`config.mk`:
```
export PLATFORM = sky130hd
export DESIGN_NAME = fir_s2p_framer_flat
export DESIGN_NICKNAME = d
export VERILOG_FILES = /design/src/rtl/fir_s2p_framer_if.sv /design/src/rtl/fir_s2p_framer.sv /design/src/flat_wrapper.sv
export SDC_FILE = /design/constraint.sdc
export NUM_CORES = 1
export LEC_CHECK = 0
export ABC_CLOCK_PERIOD_IN_PS = 1700
export BUFFER_PORTS_ARGS = -buffer_cell sky130_fd_sc_hd__buf_4
export CAP_MARGIN = 20
export CORE_ASPECT_RATIO = 1.5
export CORE_MARGIN = 1.5
export CORE_UTILIZATION = 53
export CTS_CLUSTER_SIZE = 30
export DETAILED_ROUTE_END_ITERATION = 10
export PLACE_DENSITY = 0.76
export SLEW_MARGIN = 15
export SYNTH_ARGS = -nofsm -noshare
export SYNTH_HDL_FRONTEND = slang
export SYNTH_SLANG_ARGS = --single-unit
```
`constraint.sdc`:
```
create_clock -name CLK_i -period 1.7 [get_ports CLK_i]
set_clock_uncertainty 0.1 [all_clocks]
set_input_delay 0.255 -clock CLK_i [delete_from_list [all_inputs] [get_ports CLK_i]]
set_output_delay 0.255 -clock CLK_i [all_outputs]
set_load 0.01 [all_outputs]
```
`src/rtl/fir_s2p_framer_if.sv`:
```
// Stream bundle between the sample source and the 3-lane frame consumer.
// The slave modport is the framer's view; the master modport is the driver's view.
interface fir_s2p_framer_if #(
  parameter int unsigned NB    = 11,
  parameter int unsigned CNT_W = 16
) ();
  logic [NB-1:0]    din;
  logic             vin;
  logic             flush;
  logic [NB-1:0]    dout0;
  logic [NB-1:0]    dout1;
  logic [NB-1:0]    dout2;
  logic             vout;
  logic [CNT_W-1:0] frame_cnt;
  logic             partial;

  modport slave (
    input  din, vin, flush,
    output dout0, dout1, dout2, vout, frame_cnt, partial
  );

  modport master (
    output din, vin, flush,
    input  dout0, dout1, dout2, vout, frame_cnt, partial
  );
endinterface

```
`src/rtl/fir_s2p_framer.sv`:
```
// Serial-to-parallel framer: packs the sample stream into 3-sample frames for the
// unfolded FIR lanes, with flush of a zero-padded partial frame at end of stream.
module fir_s2p_framer #(
  parameter int unsigned NB    = 11,
  parameter int unsigned CNT_W = 16
) (
  input  logic              CLK_i,
  input  logic              RST_n,
  fir_s2p_framer_if.slave   bus
);

  typedef enum logic [1:0] {StFill0, StFill1, StFill2} state_e;

  state_e           idx_q;
  logic [NB-1:0]    s0_q, s1_q;
  logic [NB-1:0]    dout0_q, dout1_q, dout2_q;
  logic             vout_q;
  logic [CNT_W-1:0] cnt_q;
  logic             partial_q;

  logic             emit;
  logic [NB-1:0]    f0, f1, f2;

  // The third sample never needs a slot: a capture at StFill2 always emits directly.
  // s1_q is zero whenever idx_q is StFill1, so a flush can emit it unconditionally.
  always_comb begin
    emit = 1'b0;
    f0   = s0_q;
    f1   = s1_q;
    f2   = '0;
    if (bus.vin) begin
      unique case (idx_q)
        StFill0: begin f0 = bus.din; emit = bus.flush; end
        StFill1: begin f1 = bus.din; emit = bus.flush; end
        StFill2: begin f2 = bus.din; emit = 1'b1;      end
        default: ;
      endcase
    end else if (bus.flush && idx_q != StFill0) begin
      emit = 1'b1;
    end
  end

  always_ff @(posedge CLK_i or negedge RST_n) begin
    if (!RST_n) begin
      idx_q     <= StFill0;
      s0_q      <= '0;
      s1_q      <= '0;
      dout0_q   <= '0;
      dout1_q   <= '0;
      dout2_q   <= '0;
      vout_q    <= 1'b0;
      cnt_q     <= '0;
      partial_q <= 1'b0;
    end else begin
      vout_q <= emit;
      if (emit) begin
        dout0_q   <= f0;
        dout1_q   <= f1;
        dout2_q   <= f2;
        cnt_q     <= cnt_q + 1'b1;
        idx_q     <= StFill0;
        s0_q      <= '0;
        s1_q      <= '0;
        partial_q <= 1'b0;
      end else if (bus.vin) begin
        unique case (idx_q)
          StFill0: begin s0_q <= bus.din; idx_q <= StFill1; partial_q <= 1'b1; end
          StFill1: begin s1_q <= bus.din; idx_q <= StFill2; end
          default: ;
        endcase
      end
    end
  end

  assign bus.dout0     = dout0_q;
  assign bus.dout1     = dout1_q;
  assign bus.dout2     = dout2_q;
  assign bus.vout      = vout_q;
  assign bus.frame_cnt = cnt_q;
  assign bus.partial   = partial_q;

endmodule

```
`src/flat_wrapper.sv`:
```
// flat-port wrapper written by rule: the top's interface ports become plain ports
module fir_s2p_framer_flat 
#(
  parameter int unsigned NB    = 11,
  parameter int unsigned CNT_W = 16
)
  (CLK_i, RST_n, bus_din, bus_vin, bus_flush, bus_dout0, bus_dout1, bus_dout2, bus_vout, bus_frame_cnt, bus_partial);
  fir_s2p_framer_if #(.NB(NB), .CNT_W(CNT_W)) bus_i ();
  input  logic CLK_i;
  input  logic RST_n;
  input wire logic [$bits(bus_i.din)-1:0] bus_din;
  input wire logic [$bits(bus_i.vin)-1:0] bus_vin;
  input wire logic [$bits(bus_i.flush)-1:0] bus_flush;
  output wire logic [$bits(bus_i.dout0)-1:0] bus_dout0;
  output wire logic [$bits(bus_i.dout1)-1:0] bus_dout1;
  output wire logic [$bits(bus_i.dout2)-1:0] bus_dout2;
  output wire logic [$bits(bus_i.vout)-1:0] bus_vout;
  output wire logic [$bits(bus_i.frame_cnt)-1:0] bus_frame_cnt;
  output wire logic [$bits(bus_i.partial)-1:0] bus_partial;
  assign bus_i.din = bus_din;
  assign bus_i.vin = bus_vin;
  assign bus_i.flush = bus_flush;
  assign bus_dout0 = bus_i.dout0;
  assign bus_dout1 = bus_i.dout1;
  assign bus_dout2 = bus_i.dout2;
  assign bus_vout = bus_i.vout;
  assign bus_frame_cnt = bus_i.frame_cnt;
  assign bus_partial = bus_i.partial;
  fir_s2p_framer #(.NB(NB), .CNT_W(CNT_W)) u_core (.CLK_i(CLK_i), .RST_n(RST_n), .bus(bus_i));
endmodule
```
==> Word-level counts from Yosys, hierarchy flattened <==
Cells that the tools add are included.
{ "word_totals": {"elab_cells": 38, "latch_bits": 0, "mem_bits_rw": 0, "reg_bits": 75, "rom_bits": 0, "output_inout_bits": 51, "input_bits": 15, "mem_count": 0} }
{ "op_classes": {"n_shift": 0, "eq_ne": 2, "n_div": 0, "n_reduce_logical": 9, "n_lt_le_gt_ge": 0, "n_mul": 0, "mux": 17, "addsub": 1, "bitwise_logic": 0} }
{ "op_table": {"columns": ["operator", "count"], "rows": [
  ["$mux 11", 8],
  ["$add 16x1->16 const B", 1],
  ["$reduce_bool 2->1", 3],
  ["$mux 1", 5],
  ["$mux 2", 2],
  ["$pmux 2 s2", 1],
  ["$reduce_and 2->1", 2],
  ["$reduce_bool 3->1", 1],
  ["$eq 2x1->1 const B", 1],
  ["$eq 2x2->1 const B", 1],
  ["$logic_not 2->1", 1],
  ["$pmux 1 s2", 1],
  ["$reduce_or 2->1", 1],
  ["$logic_and 1x1->1", 1]
]} }

==> Logic depth before layout (Yosys ltp) <==
Gate-level depths: netlist of run 1.
{ "logic_depth": {"word_depth": 6, "depth_mapped": 6} }

==> Least setup slack after synthesis of run 1 <==
OpenSTA, ideal clock, no wires.
{ "synth_path": {"kind": "register -> register", "start": "register u_core.idx_q[1]", "end": "register u_core.dout0_q[5], in the netlist u_core.bus.dout0[5]", "period_less_slack_ps": 1410, "path_stages_with_launch": 7, "arrival_time_ps": 1177, "setup_time_ps": 133, "slack_ps": 290, "cell_sequence": "dfrtp_1 buf_4 inv_1 nand3_1 buf_4 mux2i_1 o21ai_0"} }
{ "synth_via": {"elab_chain_len": 4, "word_cells_on_any_way": 11} }
{ "synth_rtl": {"columns": ["item", "line_no", "rtl"], "rows": [
  ["from (decl)", "fir_s2p_framer.sv:14", "state_e idx_q;"],
  ["from (signal assigned)", "fir_s2p_framer.sv:45", "idx_q <= StFill0;"],
  ["from (signal assigned)", "fir_s2p_framer.sv:61", "idx_q <= StFill0;"],
  ["from (signal assigned)", "fir_s2p_framer.sv:68", "StFill1: begin s1_q <= bus.din; idx_q <= StFill2; end"],
  ["$eq 2x1->1 (tied with other cells)", "fir_s2p_framer.sv:32", "unique case (idx_q)"],
  ["$reduce_or 2->1 (no line) / $logic_and 1x1->1 (equally long branches)", null, null],
  ["$pmux 1 s2 / $mux 1 (equally long branches)", "fir_s2p_framer.sv:32, fir_s2p_framer.sv:38", null],
  ["$mux 1", "fir_s2p_framer.sv:31", "if (bus.vin) begin"],
  ["to (signal assigned)", "fir_s2p_framer.sv:48", "dout0_q <= '0;"],
  ["to (signal assigned)", "fir_s2p_framer.sv:57", "dout0_q <= f0;"],
  ["to (decl)", "fir_s2p_framer.sv:16", "logic [NB-1:0] dout0_q, dout1_q, dout2_q;"]
]} }
Several ways; a longest one is shown, not always the timed one.
A chain may end at the register's enable or synchronous reset.

==> Worst setup path after layout of run 1 <==
{ "layout_path": {"start": "register u_core.idx_q[0]", "end": "register u_core.cnt_q[5], in the netlist u_core.bus.frame_cnt[5]"} }
{ "layout_via": {"elab_chain_len": 4, "word_cells_on_any_way": 9} }
{ "layout_rtl": {"columns": ["item", "line_no", "rtl"], "rows": [
  ["$eq 2x1->1 (tied with other cells)", "fir_s2p_framer.sv:32", null],
  ["$reduce_or 2->1 (no line) / $logic_and 1x1->1 (equally long branches)", null, null],
  ["$pmux 1 s2 / $mux 1 (equally long branches)", "fir_s2p_framer.sv:32, fir_s2p_framer.sv:38", null],
  ["$mux 1 (*)", "fir_s2p_framer.sv:31", null],
  ["to (signal assigned)", "fir_s2p_framer.sv:60", "cnt_q <= cnt_q + 1'b1;"],
  ["to (decl)", "fir_s2p_framer.sv:18", "logic [CNT_W-1:0] cnt_q;"]
]} }
Mark *: on every way between the ends. The rest lies on a longest branch, timed or not.

==> impl_results.html, run 1 <==
<table>
<tr><th>Metric</th><th>Value</th></tr>
<tr><th colspan="2">Timing</th></tr>
<tr><td>Post-route clock period utilization</td><td>96.5%</td></tr>
<tr><td>Actual transition at the worst max-transition pin</td><td>0.374 ns</td></tr>
<tr><td>Number of pins exceeding their max-slew limit in the final report</td><td>0</td></tr>
<tr><td>Final Hold Violating Endpoints</td><td>0</td></tr>
<tr><td>Final period demand of the worst path</td><td>1.64 ns</td></tr>
<tr><td>Final setup vio count</td><td>0</td></tr>
<tr><td>Highest attainable clock frequency</td><td>609 MHz</td></tr>
<tr><td>Rel. slew slack</td><td>74.9%</td></tr>
<tr><td>Worst setup margin</td><td>0.0592 ns</td></tr>
<tr><th colspan="2">Cells and area</th></tr>
<tr><td>Diodes inserted</td><td>0</td></tr>
<tr><td>Number of inserted filler cells in the final layout</td><td>430</td></tr>
<tr><td>Net count of the finished layout</td><td>351</td></tr>
<tr><td>Finished Layout Cells</td><td>410</td></tr>
<tr><td>Most used cells in the layout excluding fill and tap cells</td><td>73 x dfrtp_1, 72 x buf_4, 31 x nand2_1</td></tr>
<tr><td>Leading cell type in the layout, fill and taps excluded</td><td>dfrtp_1</td></tr>
<tr><td>Area added between synthesis and finish</td><td>28.5%</td></tr>
<tr><td>Layout cells sized above 1</td><td>29.1%</td></tr>
<tr><th colspan="2">Global route</th></tr>
<tr><td>Via count of the first global-routing pass</td><td>2134</td></tr>
<tr><td>Met2 demand-to-capacity share in global routing</td><td>38.9%</td></tr>
<tr><td>Met1 Usage GRT</td><td>27.6%</td></tr>
<tr><td>Global router's overall resource usage</td><td>23.0%</td></tr>
<tr><td>Peak-usage layer in the global routing report</td><td>met2</td></tr>
<tr><td>Final global-route overflow total</td><td>0</td></tr>
<tr><td>Number of antenna violations at the first check in global routing</td><td>0</td></tr>
<tr><td>Largest net degree at the start of global routing</td><td>76</td></tr>
<tr><td>Global-route wire length before repair</td><td>10500 um</td></tr>
<tr><td>Met3 track demand over resource</td><td>5.31%</td></tr>
<tr><th colspan="2">CTS</th></tr>
<tr><td>Clk buf depth</td><td>2</td></tr>
<tr><td>Number of buffers created by CTS</td><td>9</td></tr>
<tr><td>Setup repair bufs after CTS</td><td>0</td></tr>
<tr><td>Clock sink total</td><td>75</td></tr>
<tr><td>TritonCTS clock tree</td><td>yes</td></tr>
<tr><td>Clock network latency to the later pin of the worst-skew pair</td><td>0.34 ns</td></tr>
<tr><td>Root buffer cell</td><td>clkbuf_8</td></tr>
<tr><td>Clock-pin slew on the worst setup and hold paths</td><td>0.08 ns</td></tr>
<tr><td>Clock H-tree levels</td><td>3</td></tr>
<tr><th colspan="2">Die</th></tr>
<tr><td>Overall die width</td><td>64.7 um</td></tr>
<tr><td>I/O pins</td><td>66</td></tr>
<tr><td>Vertical die dimension</td><td>95.6 um</td></tr>
<tr><td>Core area</td><td>5490 um^2</td></tr>
<tr><td>Overall die area</td><td>6180 um^2</td></tr>
<tr><td>Effective utilization at floorplan</td><td>55.1%</td></tr>
<tr><td>Total number of placement rows</td><td>33</td></tr>
<tr><th colspan="2">Critical path</th></tr>
<tr><td>Capturing element type of the critical path</td><td>flop</td></tr>
<tr><td>Worst path slowest cell</td><td>dfrtp_2</td></tr>
<tr><td>Worst EP arrival</td><td>1.76 ns</td></tr>
<tr><td>Largest incremental delay on the critical path</td><td>0.45 ns</td></tr>
<tr><td>Kind of critical path</td><td>reg2reg</td></tr>
<tr><td>Data required time of the worst path</td><td>1.82 ns</td></tr>
<tr><td>Sort of element at the start of the critical path</td><td>flop</td></tr>
<tr><td>Max FO, Critical Path</td><td>27</td></tr>
<tr><td>Chain of cells forming the critical path</td><td>o21a_1, o221ai_4, buf_12, nor3_2, xor2_1</td></tr>
<tr><th colspan="2">Placement</th></tr>
<tr><td>Post-placement cell count</td><td>393</td></tr>
<tr><td>Routability congestion estimate</td><td>0.729</td></tr>
<tr><td>I/O Buffers</td><td>65</td></tr>
<tr><td>Half-perimeter wire length of the detailed placement result</td><td>4490 um</td></tr>
<tr><td>Post-Place Worst Slack</td><td>0.0652 ns</td></tr>
<tr><th colspan="2">Synthesis</th></tr>
<tr><td>Synthesis Warnings</td><td>0</td></tr>
<tr><td>Post-Syn Nets</td><td>277</td></tr>
<tr><td>Number of standard cells after synthesis</td><td>261</td></tr>
<tr><td>Portion of the post-synthesis area used by sequential elements</td><td>62.0%</td></tr>
<tr><td>Share of Yosys cell area claimed by the top area cell type</td><td>62.0%</td></tr>
<tr><td>Count of unique library cells instantiated by Yosys</td><td>29</td></tr>
<tr><td>Largest area contributor in the synthesized netlist</td><td>dfrtp_1</td></tr>
<tr><td>#FFs+latches synth</td><td>75</td></tr>
<tr><td>Summed instance area of the synthesized netlist</td><td>3030 um^2</td></tr>
<tr><td>Ranking of synthesized cells by area</td><td>dfrtp_1 62%, mux2i_1 7.3%, o21ai_0 4.0%, nand2_1 3.8%, xnor2_1 3.8%</td></tr>
<tr><td>Synthesized area per cell</td><td>11.6 um^2</td></tr>
<tr><th colspan="2">Power</th></tr>
<tr><td>VDD IR-drop max</td><td>0.670 mV</td></tr>
<tr><td>Power density normalized to cell area</td><td>1270 nW/um^2</td></tr>
<tr><td>Leakage power figure</td><td>0.00199 uW</td></tr>
<tr><th colspan="2">Routing</th></tr>
<tr><td>Number of nets with antenna violations after routing</td><td>0</td></tr>
<tr><td>Initial DRT Pass Iterations</td><td>8</td></tr>
<tr><td>Avg Vias per Cell</td><td>5.34</td></tr>
<tr><td>Number of DRC violations after detailed-routing iteration 0</td><td>67</td></tr>
<tr><td>Residual DRC</td><td>0</td></tr>
<tr><td>Final WL</td><td>6500 um</td></tr>
<tr><td>Via count</td><td>2190</td></tr>
<tr><td>Final routed wire length divided by cell count</td><td>15.9 um</td></tr>
<tr><th colspan="2">Run status</th></tr>
<tr><td>Status</td><td>complete, no violations</td></tr>
<tr><th colspan="2">Worst hold path</th></tr>
<tr><td>Worst hold path class</td><td>in2reg</td></tr>
<tr><th colspan="2">Flow run</th></tr>
<tr><td>Count of max-cap constraint violations</td><td>0</td></tr>
</table>
## cells by family (layout without fill, tap and decap cells)
| logic type | after synthesis | count (layout) | synth area share (%) |
|---|---|---|---|
| DFF | 75 | 75 | 62.0 |
| and+or+nand+nor | 82 | 82 | 12.0 |
| buffers and inverters | 21 | 100 | 3.89 |
| AOI/OAI and AO/OA | 45 | 45 | 10.1 |
| muxes | 22 | 22 | 7.28 |
| xor gates and xnor gates | 15 | 15 | 4.34 |
| adders and majority gates | 1 | 1 | 0.413 |
## worst paths after layout
path	startpoint	to	cells past startpoint	slack [ns]
worst max-delay path	u_core.idx_q[0]	u_core.bus.frame_cnt[5]	5	0.06
worst min-delay path	bus_din[5]	u_core.bus.dout2[5]	2	0.05
worst max register to register	u_core.idx_q[0]	u_core.bus.frame_cnt[5]	5	0.06
worst min register to register	u_core.bus.dout1[0]	u_core.bus.dout1[0]	2	0.38
max in group asynchronous	RST_n	u_core.idx_q[1]	3	0.82
min in group asynchronous	RST_n	u_core.bus.frame_cnt[6]	3	0.36
## where the power goes
group          internal [uW]  total (uW)  switching [uW]  leakage (uW)
logic                    557        1120             566      0.000893
clock network            868        1490             621      0.000111
registers               2100        2330             231      0.000990
## per-stage QoR
step | cell area, um^2 | hold WS [ns] | util (%) | TNS (ns) | power, uW
2_1_floorplan | 3030 | -0.141 | - | 0 | 2870
3_3_place_gp | 3650 | 0.200 | 66.4 | 0 | 3440
3_5_place_dp | 3650 | 0.202 | 66.4 | 0 | 3480
4_1_cts | 3880 | 0.0367 | 70.6 | 0 | 4980
5_1_grt | 3890 | 0.0423 | 70.8 | -0.00503 | 5200
6_report | 3890 | 0.0464 | 70.8 | 0 | 4940
## critical path, delay by kind of cell (launching register included)
kind                      cells  cell delay (ns)
AOI/OAI and AO/OA             2             0.53
xor gates and xnor gates      1             0.15
buffers and inverters         1             0.21
DFF                           1             0.45
and+or+nand+nor               1             0.07
## synthesized netlist by cell type, drive strengths merged
master and n:
inv 6, o21ai 24, nor2 28, nor3 5, o211ai 1, dfrtp 75
buf 14, xor2 2, a211oi 1, o21a 1, and3 2, o31ai 1
o22ai 2, mux2i 22, nand3 10, nand2 31, o221ai 1, clkbuf 1
and2 1, ha 1, a22o 11, xnor2 13, nand4 5, a21oi 3
## layer usage
layer | wire [um] | vias to the layer above
met2 | 3470 | 66
li1 | - | 1033
met4 | 120 | 0
met5 | 0 | -
met1 | 2590 | 1081
met3 | 327 | 10
## sequential cells by signal, summed over array words and instances, names as in the netlist
name / cells
u_core.bus.dout1: 11
u_core.bus.vout: 1
u_core.idx_q: 2
u_core.s1_q: 11
u_core.s0_q: 11
u_core.bus.dout0: 11
u_core.bus.dout2: 11
u_core.bus.partial: 1
u_core.bus.frame_cnt: 16
## timing repair
item,4_1_cts,5_1_grt
hold endpoints to repair,75,0
endpoints found under the setup margin,0,18
gates resized for setup,0,5
hold buffers,1,0
## layout make-up
cell class              count  area (um^2)  area share (%)
repair buffers             78          642            16.5
inverters                   6         25.0           0.643
well taps                  70         87.6            2.25
multi-input cells         165         1040            26.7
clock inverters             4         73.8            1.90
flip-flops and latches     75         1880            48.3
clock buffers              12          145            3.73
Note: power is estimated with default switching activity, not from simulation.
==> inputs of run 2 (changes only) <==
- REMOVE_ABC_BUFFERS: not set -> 1
==> impl_results.html, run 2 (same netlist as run 1, synthesis figures left out) <==
<table>
<tr><th>Metric</th><th>Value</th></tr>
<tr><th colspan="2">Run status</th></tr>
<tr><td>Status</td><td>complete, no violations</td></tr>
<tr><th colspan="2">Critical path</th></tr>
<tr><td>Reg2reg setup slack</td><td>0.09 ns</td></tr>
<tr><td>Data required time of the worst path</td><td>1.82 ns</td></tr>
<tr><td>Number of cells on the worst reg-to-reg path</td><td>5</td></tr>
<tr><td>Capturing element type of the critical path</td><td>flop</td></tr>
<tr><td>Worst EP arrival</td><td>1.74 ns</td></tr>
<tr><td>Kind of critical path</td><td>reg2reg</td></tr>
<tr><td>Max FO, Critical Path</td><td>43</td></tr>
<tr><td>Largest incremental delay on the critical path</td><td>0.44 ns</td></tr>
<tr><td>Sort of element at the start of the critical path</td><td>flop</td></tr>
<tr><td>Crit path capture</td><td>u_core.bus.frame_cnt[5]</td></tr>
<tr><td>Worst path slowest cell</td><td>dfrtp_1</td></tr>
<tr><td>Timing startpoint of the critical path</td><td>u_core.idx_q[0]</td></tr>
<tr><td>Chain of cells forming the critical path</td><td>o21a_1, o221ai_4, buf_12, nor3_1, xor2_1</td></tr>
<tr><td>Endpoint of the worst register-to-register path</td><td>u_core.bus.frame_cnt[5]</td></tr>
<tr><td>Launch point of the worst reg-to-reg path</td><td>u_core.idx_q[0]</td></tr>
<tr><th colspan="2">Flow run</th></tr>
<tr><td>Count of max-cap constraint violations</td><td>0</td></tr>
<tr><th colspan="2">Routing</th></tr>
<tr><td>Final WL</td><td>6170 um</td></tr>
<tr><td>Number of DRC violations after detailed-routing iteration 0</td><td>115</td></tr>
<tr><td>Final routed wire length divided by cell count</td><td>15.0 um</td></tr>
<tr><td>Sum of met3 wire segment lengths after detailed routing</td><td>261 um</td></tr>
<tr><td>Via count</td><td>2184</td></tr>
<tr><td>Initial DRT Pass Iterations</td><td>4</td></tr>
<tr><td>Number of nets with antenna violations after routing</td><td>0</td></tr>
<tr><td>Residual DRC</td><td>0</td></tr>
<tr><td>Met2 Routed Length</td><td>3290 um</td></tr>
<tr><td>Avg Vias per Cell</td><td>5.33</td></tr>
<tr><td>Sum of routed wire segments on met1</td><td>2520 um</td></tr>
<tr><td>Top Metal Used</td><td>met4</td></tr>
<tr><th colspan="2">CTS</th></tr>
<tr><td>Setup repair bufs after CTS</td><td>0</td></tr>
<tr><td>Clock-pin slew on the worst setup and hold paths</td><td>0.08 ns</td></tr>
<tr><td>Clock network latency to the later pin of the worst-skew pair</td><td>0.34 ns</td></tr>
<tr><td>Clock H-tree levels</td><td>3</td></tr>
<tr><td>Clk buf depth</td><td>2</td></tr>
<tr><td>Clock sink total</td><td>75</td></tr>
<tr><td>TritonCTS clock tree</td><td>yes</td></tr>
<tr><td>Root buffer cell</td><td>clkbuf_8</td></tr>
<tr><td>Number of buffers created by CTS</td><td>9</td></tr>
<tr><th colspan="2">Global route</th></tr>
<tr><td>Largest net degree at the start of global routing</td><td>44</td></tr>
<tr><td>Number of antenna violations at the first check in global routing</td><td>0</td></tr>
<tr><td>Global-route wire length before repair</td><td>10400 um</td></tr>
<tr><td>Via count of the first global-routing pass</td><td>2166</td></tr>
<tr><td>Global router's overall resource usage</td><td>22.4%</td></tr>
<tr><td>Final global-route overflow total</td><td>0</td></tr>
<tr><th colspan="2">Cells and area</th></tr>
<tr><td>Number of flip-flops in the largest register</td><td>16</td></tr>
<tr><td>Most used cells in the layout excluding fill and tap cells</td><td>75 x buf_4, 74 x dfrtp_1, 31 x nand2_1</td></tr>
<tr><td>Diodes inserted</td><td>0</td></tr>
<tr><td>Finished Layout Cells</td><td>410</td></tr>
<tr><td>Post-layout utilization of the core</td><td>70.2%</td></tr>
<tr><td>Leading cell type in the layout, fill and taps excluded</td><td>buf_4</td></tr>
<tr><td>Net count of the finished layout</td><td>351</td></tr>
<tr><td>Area added between synthesis and finish</td><td>27.3%</td></tr>
<tr><td>Layout cells sized above 1</td><td>29.1%</td></tr>
<tr><th colspan="2">Timing</th></tr>
<tr><td>Actual transition at the worst max-transition pin</td><td>0.364 ns</td></tr>
<tr><td>Highest attainable clock frequency</td><td>620 MHz</td></tr>
<tr><td>Sum of negative setup slack</td><td>0 ns</td></tr>
<tr><td>Final Hold Violating Endpoints</td><td>0</td></tr>
<tr><td>Rel. slew slack</td><td>75.5%</td></tr>
<tr><td>Final period demand of the worst path</td><td>1.61 ns</td></tr>
<tr><td>Post-route clock period utilization</td><td>94.9%</td></tr>
<tr><td>RSZ-0062 raised after global routing</td><td>false</td></tr>
<tr><td>Number of pins exceeding their max-slew limit in the final report</td><td>0</td></tr>
<tr><td>Final setup vio count</td><td>0</td></tr>
<tr><td>Worst hold slack</td><td>0.0483 ns</td></tr>
<tr><th colspan="2">Power</th></tr>
<tr><td>Fraction of power spent switching nets</td><td>29.0%</td></tr>
<tr><td>Leakage power figure</td><td>0.00197 uW</td></tr>
<tr><td>Part of the total power dissipated in combinational logic</td><td>22.6%</td></tr>
<tr><td>Post-layout power</td><td>4870 uW</td></tr>
<tr><td>Power density normalized to cell area</td><td>1260 nW/um^2</td></tr>
<tr><td>Clock share of power</td><td>29.7%</td></tr>
<tr><td>Switching power</td><td>1410 uW</td></tr>
<tr><td>Relative contribution of sequential cells to total power</td><td>47.7%</td></tr>
<tr><td>Internal power of the cells</td><td>3460 uW</td></tr>
<tr><td>VDD IR-drop max</td><td>0.702 mV</td></tr>
<tr><th colspan="2">Worst hold path</th></tr>
<tr><td>Start point of the worst hold path</td><td>bus_din[2]</td></tr>
<tr><td>Worst hold path class</td><td>in2reg</td></tr>
<tr><th colspan="2">Die</th></tr>
<tr><td>Vertical die dimension</td><td>95.6 um</td></tr>
<tr><td>Effective utilization at floorplan</td><td>55.1%</td></tr>
<tr><td>Total number of placement rows</td><td>33</td></tr>
<tr><td>Core area</td><td>5490 um^2</td></tr>
<tr><td>I/O pins</td><td>66</td></tr>
<tr><td>Overall die width</td><td>64.7 um</td></tr>
<tr><td>Overall die area</td><td>6180 um^2</td></tr>
<tr><th colspan="2">Placement</th></tr>
<tr><td>Routability congestion estimate</td><td>0.713</td></tr>
<tr><td>I/O Buffers</td><td>65</td></tr>
<tr><td>Post-placement cell count</td><td>393</td></tr>
<tr><td>Half-perimeter wire length of the detailed placement result</td><td>4350 um</td></tr>
</table>
[run 2: per-stage QoR]
step / area, um^2 / setup slack [ns]
global route: 3850 / 0.00139
CTS: 3850 / 0.0363
global placement: 3630 / 0.0896
finish: 3850 / 0.0868
detailed placement: 3630 / 0.0559
floorplan: 2930 / -0.597
[run 2: power groups by stage]
stage | Combinational, uW | Clock (uW) | Sequential [uW]
after global placement | 1080 | 0 | 2340
after global routing | 1220 | 1550 | 2360
after CTS | 1120 | 1480 | 2320
final | 1100 | 1450 | 2320
after detailed placement | 1110 | 0 | 2350
after floorplan | 405 | 0 | 2430
[run 2: how the worst min path moves through the flow]
stage | endpoint | slack, ns | cells after the start
final | u_core.bus.dout2[2] | 0.05 | 2
after global routing | u_core.bus.dout2[8] | 0.05 | 2
after global placement | u_core.bus.frame_cnt[3] | 0.08 | 1
after CTS | u_core.bus.dout2[5] | 0.04 | 2
after floorplan | u_core.bus.dout0[0] | -0.14 | 0
after detailed placement | u_core.bus.frame_cnt[5] | 0.08 | 1
[run 2: final cells by class]
type / count / area, um^2
tap: 70 / 87.6
timing repair buffer: 78 / 613
fill: 430 / 1640
clock buffer: 11 / 131
clock inverter: 5 / 77.6
inverter: 6 / 25.0
sequential: 75 / 1880
multi-input combinational: 165 / 1040
[run 2: worst max-delay path, delay by kind of cell (launching register included)]
kind | cells | cell delay [ns]
AOI/OAI and AO/OA | 2 | 0.46
DFF | 1 | 0.44
buffers and inverters | 1 | 0.24
xor gates and xnor gates | 1 | 0.14
and+or+nand+nor | 1 | 0.09
[run 2: layer usage]
layer | track usage, % | vias up
met5 | 0 | -
met3 | 5.31 | 10
li1 | - | 1030
met4 | 9.75 | 0
met1 | 27.7 | 1085
met2 | 37.5 | 59
[run 2: timing repair]
item / in CTS / in global routing
resized for setup: 0 / 4
endpoints found under the setup margin: 0 / 15
endpoints found under the hold margin: 22 / 0
hold buffers: 1 / 0
